`src/rtl/mem_arbiter.sv`:
```
// Byte-wide RAM/IO port arbiter between instruction fetch and load/store buffer requests.
// Define MEM_PERF_CNT_EN to add saturating FETCH / data / IO-stall cycle counters.
module mem_arbiter #(
  parameter int unsigned POS_W = 4
) (
  input  logic             clk_in,
  input  logic             rst_in,
  input  logic             rdy_in,
  input  logic             clear,
  input  logic             io_buffer_full,
  input  logic [7:0]       mem_din,
  output logic [7:0]       mem_dout,
  output logic [31:0]      mem_a,
  output logic             mem_wr,
  input  logic             if_req,
  input  logic [31:0]      if_addr,
  output logic             if_done,
  output logic [31:0]      if_data,
  output logic             inst_need_work,
  input  logic             lsb_req,
  input  logic [POS_W-1:0] lsb_pos,
  input  logic             lsb_ls,
  input  logic [1:0]       lsb_len,
  input  logic [31:0]      lsb_addr,
  input  logic [31:0]      lsb_val,
  output logic             mem_busy,
  output logic             lsb_done,
  output logic [POS_W-1:0] lsb_pos_out,
  output logic [31:0]      lsb_data
`ifdef MEM_PERF_CNT_EN
  ,
  output logic [31:0]      perf_fetch_cyc,
  output logic [31:0]      perf_data_cyc,
  output logic [31:0]      perf_io_stall_cyc
`endif
);

  typedef enum logic [2:0] {StIdle, StFetch, StLoad, StStore, StIoWait} state_e;
  state_e state_q, state_d;

  logic             slot_valid_q, slot_valid_d, slot_load;
  logic [POS_W-1:0] slot_pos_q;
  logic             slot_ls_q;
  logic [1:0]       slot_len_q;
  logic [31:0]      slot_addr_q, slot_val_q;
  logic [2:0]       slot_n;

  logic [31:0]      op_addr_q, op_addr_d, op_val_q, op_val_d, op_buf_q, op_buf_d;
  logic [POS_W-1:0] op_pos_q, op_pos_d;
  logic [2:0]       op_n_q, op_n_d, k_q, k_d;
  logic             kill_q, kill_d;

  logic             if_done_d, lsb_done_d;
  logic [31:0]      if_data_d, lsb_data_d;
  logic [POS_W-1:0] lsb_pos_out_d;

  logic [31:0]      cur_addr, merged;
  logic [7:0]       store_byte;
  logic             is_io;

  assign cur_addr   = op_addr_q + {29'd0, k_q};
  assign is_io      = (cur_addr[17:16] == 2'b11);
  assign store_byte = op_val_q[{k_q[1:0], 3'b000} +: 8];
  assign slot_load  = lsb_req && !slot_valid_q && !clear;
  assign slot_n     = (slot_len_q == 2'b00) ? 3'd1 : (slot_len_q == 2'b01) ? 3'd2 : 3'd4;

  assign mem_busy       = slot_valid_q || (state_q == StLoad) || (state_q == StStore) ||
                          (state_q == StIoWait);
  assign inst_need_work = if_req && (state_q != StFetch);

  // Byte k-1 arrives one cycle after its address was driven.
  always_comb begin
    merged = op_buf_q;
    case (k_q)
      3'd1:    merged[7:0]   = mem_din;
      3'd2:    merged[15:8]  = mem_din;
      3'd3:    merged[23:16] = mem_din;
      3'd4:    merged[31:24] = mem_din;
      default: ;
    endcase
  end

  always_comb begin
    slot_valid_d = slot_valid_q;
    if (state_q == StIdle && slot_valid_q) slot_valid_d = 1'b0;
    if (slot_load) slot_valid_d = 1'b1;
    if (clear) slot_valid_d = 1'b0;
  end

  always_comb begin
    state_d       = state_q;
    op_addr_d     = op_addr_q;
    op_val_d      = op_val_q;
    op_buf_d      = op_buf_q;
    op_pos_d      = op_pos_q;
    op_n_d        = op_n_q;
    k_d           = k_q;
    kill_d        = kill_q;
    if_done_d     = 1'b0;
    lsb_done_d    = 1'b0;
    if_data_d     = if_data;
    lsb_data_d    = lsb_data;
    lsb_pos_out_d = lsb_pos_out;
    mem_a         = 32'd0;
    mem_dout      = 8'd0;
    mem_wr        = 1'b0;
    unique case (state_q)
      StIdle: begin
        if (!clear) begin
          if (slot_valid_q) begin
            state_d   = slot_ls_q ? StStore : StLoad;
            op_addr_d = slot_addr_q;
            op_val_d  = slot_val_q;
            op_pos_d  = slot_pos_q;
            op_n_d    = slot_n;
            k_d       = 3'd0;
            op_buf_d  = 32'd0;
            kill_d    = 1'b0;
          // A request arriving this cycle lands in the slot and must win over fetch.
          end else if (if_req && !lsb_req) begin
            state_d   = StFetch;
            op_addr_d = if_addr;
            op_n_d    = 3'd4;
            k_d       = 3'd0;
            op_buf_d  = 32'd0;
          end
        end
      end
      StFetch, StLoad: begin
        if (k_q != op_n_q) mem_a = cur_addr;
        if (clear || (state_q == StFetch && !if_req)) begin
          state_d = StIdle;
        end else begin
          if (k_q != 3'd0) op_buf_d = merged;
          if (k_q == op_n_q) begin
            state_d = StIdle;
            if (state_q == StFetch) begin
              if_done_d = 1'b1;
              if_data_d = merged;
            end else begin
              lsb_done_d    = 1'b1;
              lsb_data_d    = merged;
              lsb_pos_out_d = op_pos_q;
            end
          end else begin
            k_d = k_q + 3'd1;
          end
        end
      end
      StStore: begin
        mem_a    = cur_addr;
        mem_dout = store_byte;
        if (clear) kill_d = 1'b1;
        if (is_io && io_buffer_full) begin
          state_d = StIoWait;
        end else begin
          mem_wr = rdy_in;
          if (k_q == op_n_q - 3'd1) begin
            state_d = StIdle;
            if (!kill_q && !clear) begin
              lsb_done_d    = 1'b1;
              lsb_data_d    = 32'd0;
              lsb_pos_out_d = op_pos_q;
            end
          end else begin
            k_d = k_q + 3'd1;
          end
        end
      end
      StIoWait: begin
        mem_a = cur_addr;
        if (clear) kill_d = 1'b1;
        if (!io_buffer_full) state_d = StStore;
      end
      default: state_d = StIdle;
    endcase
  end

  always_ff @(posedge clk_in) begin
    if (rst_in) begin
      state_q      <= StIdle;
      slot_valid_q <= 1'b0;
      slot_pos_q   <= '0;
      slot_ls_q    <= 1'b0;
      slot_len_q   <= 2'd0;
      slot_addr_q  <= 32'd0;
      slot_val_q   <= 32'd0;
      op_addr_q    <= 32'd0;
      op_val_q     <= 32'd0;
      op_buf_q     <= 32'd0;
      op_pos_q     <= '0;
      op_n_q       <= 3'd0;
      k_q          <= 3'd0;
      kill_q       <= 1'b0;
      if_done      <= 1'b0;
      if_data      <= 32'd0;
      lsb_done     <= 1'b0;
      lsb_data     <= 32'd0;
      lsb_pos_out  <= '0;
    end else if (rdy_in) begin
      state_q      <= state_d;
      slot_valid_q <= slot_valid_d;
      if (slot_load) begin
        slot_pos_q  <= lsb_pos;
        slot_ls_q   <= lsb_ls;
        slot_len_q  <= lsb_len;
        slot_addr_q <= lsb_addr;
        slot_val_q  <= lsb_val;
      end
      op_addr_q    <= op_addr_d;
      op_val_q     <= op_val_d;
      op_buf_q     <= op_buf_d;
      op_pos_q     <= op_pos_d;
      op_n_q       <= op_n_d;
      k_q          <= k_d;
      kill_q       <= kill_d;
      if_done      <= if_done_d;
      if_data      <= if_data_d;
      lsb_done     <= lsb_done_d;
      lsb_data     <= lsb_data_d;
      lsb_pos_out  <= lsb_pos_out_d;
    end
  end

`ifdef MEM_PERF_CNT_EN
  always_ff @(posedge clk_in) begin
    if (rst_in) begin
      perf_fetch_cyc    <= 32'd0;
      perf_data_cyc     <= 32'd0;
      perf_io_stall_cyc <= 32'd0;
    end else if (rdy_in) begin
      if (state_q == StFetch && perf_fetch_cyc != 32'hFFFF_FFFF)
        perf_fetch_cyc <= perf_fetch_cyc + 32'd1;
      if ((state_q == StLoad || state_q == StStore) && perf_data_cyc != 32'hFFFF_FFFF)
        perf_data_cyc <= perf_data_cyc + 32'd1;
      if (state_q == StIoWait && perf_io_stall_cyc != 32'hFFFF_FFFF)
        perf_io_stall_cyc <= perf_io_stall_cyc + 32'd1;
    end
  end
`endif

endmodule

```
`config.mk`:
```
export PLATFORM = sky130hd
export DESIGN_NAME = mem_arbiter
export DESIGN_NICKNAME = d
export VERILOG_FILES = /design/src/rtl/mem_arbiter.sv
export SDC_FILE = /design/constraint.sdc
export NUM_CORES = 1
export LEC_CHECK = 0
export CORE_MARGIN = 3
export CORE_UTILIZATION = 30
export DETAILED_ROUTE_END_ITERATION = 6
export SLEW_MARGIN = 20
export SYNTH_ARGS = -nofsm -noshare
export SYNTH_HDL_FRONTEND = slang
export SYNTH_SLANG_ARGS = --single-unit
```
`constraint.sdc`:
```
create_clock -name clk_in -period 5.9 [get_ports clk_in]
set_input_delay 1.18 -clock clk_in [delete_from_list [all_inputs] [get_ports clk_in]]
set_output_delay 1.18 -clock clk_in [all_outputs]
set_load 0.05 [all_outputs]
```
==> results_dict.tcl, run 1 <==
set metrics [dict create \
    status "finished, final reports clean" \
    synth_ff_type "dfxtp_1" \
    powerDensity_nw_per_um2 268 \
    io_pins 231 \
    period_share 0.861 \
    hp-start "op_buf_q[15]" \
    cts_tree "done" \
    p_total_mw 3.95 \
    drv_cap 0 \
    clk_pin_slew_ns 0.07 \
    dp_hpwl_mm 23.2 \
    p_comb_frac 0.094 \
    hold_class "reg2reg" \
    clock-skew-final_ns 0.0188 \
    p_switching_mw 0.974 \
    h-tree-depth 1 \
    remaining_drc_errors 0 \
    final_area_um2 14700 \
    cts_buffers 29 \
    clock_sinks 252 \
    cts_root_buf "clkbuf_16" \
    cts_max_path_buffers 3 \
    synth.most_common_cell "nand2_1" \
    worstPathArrival_ns 3.90 \
    rsz0062_at_grt "false" \
    vias 9831 \
    grt_pass1_wl_mm 53.0 \
    yosys.area.top_type "dfxtp_1" \
    gp_congestion 0.846 \
    r2r-end "lsb_pos_out[3]" \
    dieArea_um2 39500 \
    path_max_fanout 9 \
    worstSkewPairLatency_ns 0.55 \
    syn_area_um2 11100 \
    post-cts-setup-buffers 0 \
    crit_required_ns 4.72 \
    fp-row-count 69 \
    yosysSeqAreaShare 0.453 \
    synth_edf_count 0 \
    multi_input_area_um2 5640 \
    finalHoldViolCount 0 \
    core-area_um2 36100 \
    grt_pass1_vias 9815 \
    dpl_cell_area_um2 13800 \
    drtIter0Drc 603 \
    synth_area_leaders "dfxtp_1 (45%), nand2_1 (9.0%), a21oi_1 (8.3%)" \
    hold_ws_ns 0.447 \
    ys_warn_count 0 \
    clock_power_share 0.458 \
    whs_path_depth 2 \
    slew_headroom 0.227 \
    via_per_inst 4.90 \
    drive_above_1_share 0.0725 \
    final_cells 2008 \
    die_h_um 199 \
    synthDistinctLibCells 51 \
    syn_to_final_growth_pct 32.4 \
    ctsResizeCount 0 \
    yosys_register_bits 252 \
    wirelength_mm 33.9 \
    post-route-min-period_ns 5.08 \
    rr_startpoint "k_q[0]" \
    first_pass_iters 5 \
    ff2ff_setup_slack_ns 2.49 \
    startpoint_type "flop" \
    synth_commonest_cells "nand2_1 (266), dfxtp_1 (252), a21oi_1 (185)" \
    io_buffers 230 \
    max_freq_mhz 197 \
    syn-num-nets 1479 \
    grt_overflow 0 \
    intPower_mw 2.97 \
    grt_usage 0.166 \
    worst-slew-pin-transition_ns 1.16 \
    place_inst 1951 \
    grt_max_degree 162 \
    cts_hold_buf 0 \
    die_x_um 199 \
    swShare 0.247 \
    yosys.area.top_type_share 0.453 \
    fin_tns_setup_ns 0 \
    finalSetupViolations 0 \
    synth_cells 1351 \
    avgRoutedWirePerCell_um 16.9 \
    fillers 3610 \
    antenna_left 0 \
    async_flop_share 0 \
    p_leak_nw 4.88 \
    hold_end "op_buf_q[15]" \
    antenna_found_initial 3 \
    seqCellArea_um2 5050 \
    syn-mean-instance-area_um2 8.24 \
    slew_violations 0 \
    endpoint_kind "output port" \
    p_seq_frac 0.448 \
    ir_worst_vdd_v 0.000209 \
    worstRegToRegCells 9 \
    nets 1649 \
    crit_type "reg2out" \
    start_util 0.309 \
]
power groups by stage:
| stage | Sequential (mW) | Combinational, mW | Clock, mW |
|---|---|---|---|
| 2_1_floorplan | 1.80 | 0.210 | 0 |
| 3_3_place_gp | 1.80 | 0.371 | 0 |
| 3_5_place_dp | 1.80 | 0.373 | 0 |
| 4_1_cts | 1.77 | 0.375 | 1.85 |
| 5_1_grt | 1.77 | 0.406 | 1.92 |
| 6_report | 1.77 | 0.371 | 1.81 |
layer usage:
metal / global-route usage / share of wire / routed length [µm]
met1: 0.216 / 0.44 / 15000
met2: 0.272 / 0.47 / 15900
met3: 0.0337 / 0.053 / 1790
met4: 0.0614 / 0.032 / 1100
met5: 0 / 0 / 0
worst max-delay path, stage by stage (launching register included):
cell	delay [ns]
dfxtp_1	0.33
ha_1	0.19
inv_1	0.06
fa_1	0.40
nand2b_1	0.22
a2111oi_4	0.74
a21oi_1	0.25
o31a_1	0.20
and3_1	0.20
clkdlybuf4s50_1	0.75
state kept, by name (all words and copies together) (netlist names), 2 cells and up:
register,flops
op_n_q,3
op_pos_q,4
slot_addr_q,32
slot_len_q,2
slot_pos_q,4
k_q,3
op_addr_q,32
op_val_q,32
lsb_data,32
slot_val_q,32
lsb_pos_out,4
if_data,32
state_q,3
op_buf_q,32
cell families (layout without fill, tap and decap cells):
| kind of cell | count (synthesis) | count (layout) | share of synthesized area |
|---|---|---|---|
| AOI/OAI and AO/OA | 294 | 294 | 0.150 |
| xor gates and xnor gates | 35 | 35 | 0.0275 |
| adders and majority gates | 10 | 10 | 0.0119 |
| buffers and inverters | 125 | 318 | 0.0440 |
| DFF | 252 | 252 | 0.453 |
| muxes | 100 | 100 | 0.102 |
| other | 0 | 3 | 0 |
| and+or+nand+nor | 535 | 535 | 0.212 |
cell usage in the layout, fill, tap and decap left out, drive strengths merged, types with 9 or more instances in the layout:
cell type,netlist,routed
clkbuf,85,45
a211oi,41,41
nand2b,11,11
mux2i,68,68
nand3,65,65
nor2b,13,13
inv,16,18
o21ai,51,51
a21oi,185,185
buf,24,18
and3,10,10
ha,9,9
mux2,24,24
xor2,29,29
clkdlybuf4s50,0,229
and2,11,11
dfxtp,252,252
nor2,108,108
or3,20,20
nand2,267,267
worst max path at each step:
stage	startpoint	end	slack, ns	depth (start not counted)
after detailed placement	k_q[0]	mem_wr	1.37	9
final	k_q[0]	mem_wr	0.82	9
after global routing	k_q[0]	mem_wr	0.57	9
after floorplan	k_q[1]	mem_a[30]	1.66	8
after CTS	k_q[0]	mem_wr	0.75	9
after global placement	io_buffer_full	mem_wr	1.39	7
area by class of cell:
cell class	count	share of cell area
multi-input cells	974	0.383
flip-flops and latches	252	0.342
clock buffers	44	0.0578
inverters	16	0.00407
diodes	3	0.000509
repair buffers	248	0.166
clock inverters	10	0.00772
well taps	461	0.0391
metrics by stage:
stage               utilization  worst slack [ns]
finish                    0.408             0.818
floorplan                     -              1.66
detailed placement        0.381              1.37
global placement          0.381              1.39
global route              0.408             0.567
CTS                       0.408             0.752
Note: power is estimated with default switching activity, not from simulation.
==> run 2: changes to the inputs <==
--- a/config.mk
+++ b/config.mk
@@ -5,10 +5,11 @@
 export SDC_FILE = /design/constraint.sdc
 export NUM_CORES = 1
 export LEC_CHECK = 0
-export CORE_MARGIN = 3
+export CORE_MARGIN = 2
 export CORE_UTILIZATION = 30
 export DETAILED_ROUTE_END_ITERATION = 6
 export SLEW_MARGIN = 20
 export SYNTH_ARGS = -nofsm -noshare
 export SYNTH_HDL_FRONTEND = slang
 export SYNTH_SLANG_ARGS = --single-unit
+export TNS_END_PERCENT = 50
==> run 2 against run 1 <==
Wire length decreased by 0.88%. Power up 1.8%. Via count grew 1.3%. Clock power up 3%. Maximum frequency barely moved. Critical path depth did not move. Sequential share of layout area is 0.19 points lower. Final cell count rose by 0.45%. Non-clock buffer count rose by 2. Sequential power barely moved. Utilization down 0.36 points. Critical path type unchanged.
==> results_dict.tcl, run 2 (same netlist as run 1, synthesis figures left out) <==
set metrics [dict create \
    status "finished, final reports clean" \
    layout_common_cells "nand2_1 (266), dfxtp_1 (251), clkdlybuf4s50_1 (229)" \
    finalSetupViolations 0 \
    setup_ws_ns 0.818 \
    max_freq_mhz 197 \
    crit_path_top_delay_cell "a2111oi_4" \
    slew_headroom 0.356 \
    period_share 0.861 \
    post-cts-setup-buffers 0 \
    worstPathArrival_ns 3.90 \
    worst-slew-pin-transition_ns 0.963 \
    fp-row-count 70 \
    p_leak_nw 4.91 \
    cpPeakStageDelay_ns 0.76 \
    io_buffers 230 \
    slew_violations 0 \
    fillers 3705 \
    mostFrequentLayoutCell "nand2_1" \
    grt_max_degree 163 \
    h-tree-depth 1 \
    cts_hold_buf 0 \
    first_pass_iters 4 \
    globalRouteMet2Util 0.283 \
    drive_above_1_share 0.0718 \
    p_total_mw 4.02 \
    core-area_um2 36600 \
    clock-skew-final_ns 0.0172 \
    clk_pin_slew_ns 0.06 \
    syn_to_final_growth_pct 33.1 \
    grt_pass1_vias 9581 \
    crit_required_ns 4.72 \
    top_usage_layer "met2" \
    powerDensity_nw_per_um2 271 \
    via_per_inst 4.94 \
    endpoint_kind "output port" \
    start_util 0.304 \
    ir_worst_vdd_v 0.000218 \
    ctsResizeCount 0 \
    worstSkewPairLatency_ns 0.56 \
    final_area_um2 14800 \
    nets 1652 \
    fin_tns_setup_ns 0 \
    crit_path_cell_trace "ha_1 > inv_1 > fa_1 > nand2b_1 > a2111oi_4 > a21oi_1 > o31a_1 > and3_1 > clkdlybuf4s50_1" \
    grt_overflow 0 \
    drtIter0Drc 544 \
    post-route-min-period_ns 5.08 \
    cts_max_path_buffers 3 \
    grt_pass1_wl_mm 52.7 \
    crit_type "reg2out" \
    gp_congestion 0.831 \
    met1_usage 0.226 \
    die_x_um 197 \
    drv_cap 0 \
    die_h_um 197 \
    pre_cts_ws_ns 1.35 \
    cts_tree "done" \
    antenna_left 0 \
    io_pins 231 \
    dpl_cell_area_um2 13800 \
    dp_hpwl_mm 22.8 \
    finalHoldViolCount 0 \
    antenna_found_initial 5 \
    grt_usage 0.170 \
    hold_class "reg2reg" \
    wirelength_mm 33.6 \
    remaining_drc_errors 0 \
    cts_buffers 30 \
    avgRoutedWirePerCell_um 16.6 \
    clock_sinks 252 \
    dieArea_um2 38700 \
    vias 9962 \
    cts_root_buf "clkbuf_16" \
    startpoint_type "flop" \
    path_max_fanout 9 \
    rsz0062_at_grt "false" \
    use_met3 0.0330 \
]
## run 2: changes by cell type in the layout (fill, tap and decap cells not counted), sizes merged
cell      before  now
buf           18   20
bufinv         2    4
clkbuf        45   44
clkinv         5    6
clkinvlp       1    0
inv           18   17
## run 2: path summary, 6_finish.rpt
| path | startpoint | slack [ns] | depth (start not counted) | to |
|---|---|---|---|---|
| setup / recovery | op_addr_q[0] | 0.82 | 9 | mem_wr |
| hold / removal | slot_val_q[2] | 0.45 | 2 | op_val_q[2] |
| setup reg to reg | op_addr_q[0] | 2.43 | 9 | lsb_pos_out[1] |
| hold reg to reg | slot_val_q[2] | 0.45 | 2 | op_val_q[2] |
## run 2: final cells by class
type	count	area, µm²	share of cell area
clock inverters	11	174	0.0117
well taps	468	586	0.0395
repair buffers	250	2480	0.167
diodes	3	7.51	0.000507
flip-flops and latches	252	5050	0.340
clock buffers	43	830	0.0560
multi-input cells	974	5640	0.381
inverters	16	60.1	0.00405
## run 2: metal layers
layer	wire length (µm)	share of wire
met1	15300	0.46
met2	15700	0.47
met3	1690	0.050
met4	833	0.025
met5	13	0.00039
## run 2: critical path: cells and delay by family (launching register included)
| family | cells | cell delay [ns] |
|---|---|---|
| AO/OA/AOI/OAI | 3 | 1.20 |
| adder cells (fa/ha/maj) | 2 | 0.59 |
| buffers and inverters | 2 | 0.82 |
| flip-flops | 1 | 0.34 |
| AND/OR/NAND/NOR | 2 | 0.41 |
## run 2: through the flow
| step | instances | util | hold slack [ns] |
|---|---|---|---|
| global route | 2017 | 0.405 | 0.460 |
| detailed placement | 1959 | 0.376 | 0.442 |
| floorplan | 1351 | - | 0.429 |
| finish | 2017 | 0.405 | 0.447 |
| global placement | 1959 | 0.376 | 0.435 |
| CTS | 2013 | 0.404 | 0.451 |
## run 2: report_power, final
| part | switching, mW | internal (mW) | total, mW |
|---|---|---|---|
| Sequential | 0.0306 | 1.74 | 1.77 |
| Combinational | 0.220 | 0.155 | 0.375 |
| Clock | 0.725 | 1.15 | 1.87 |
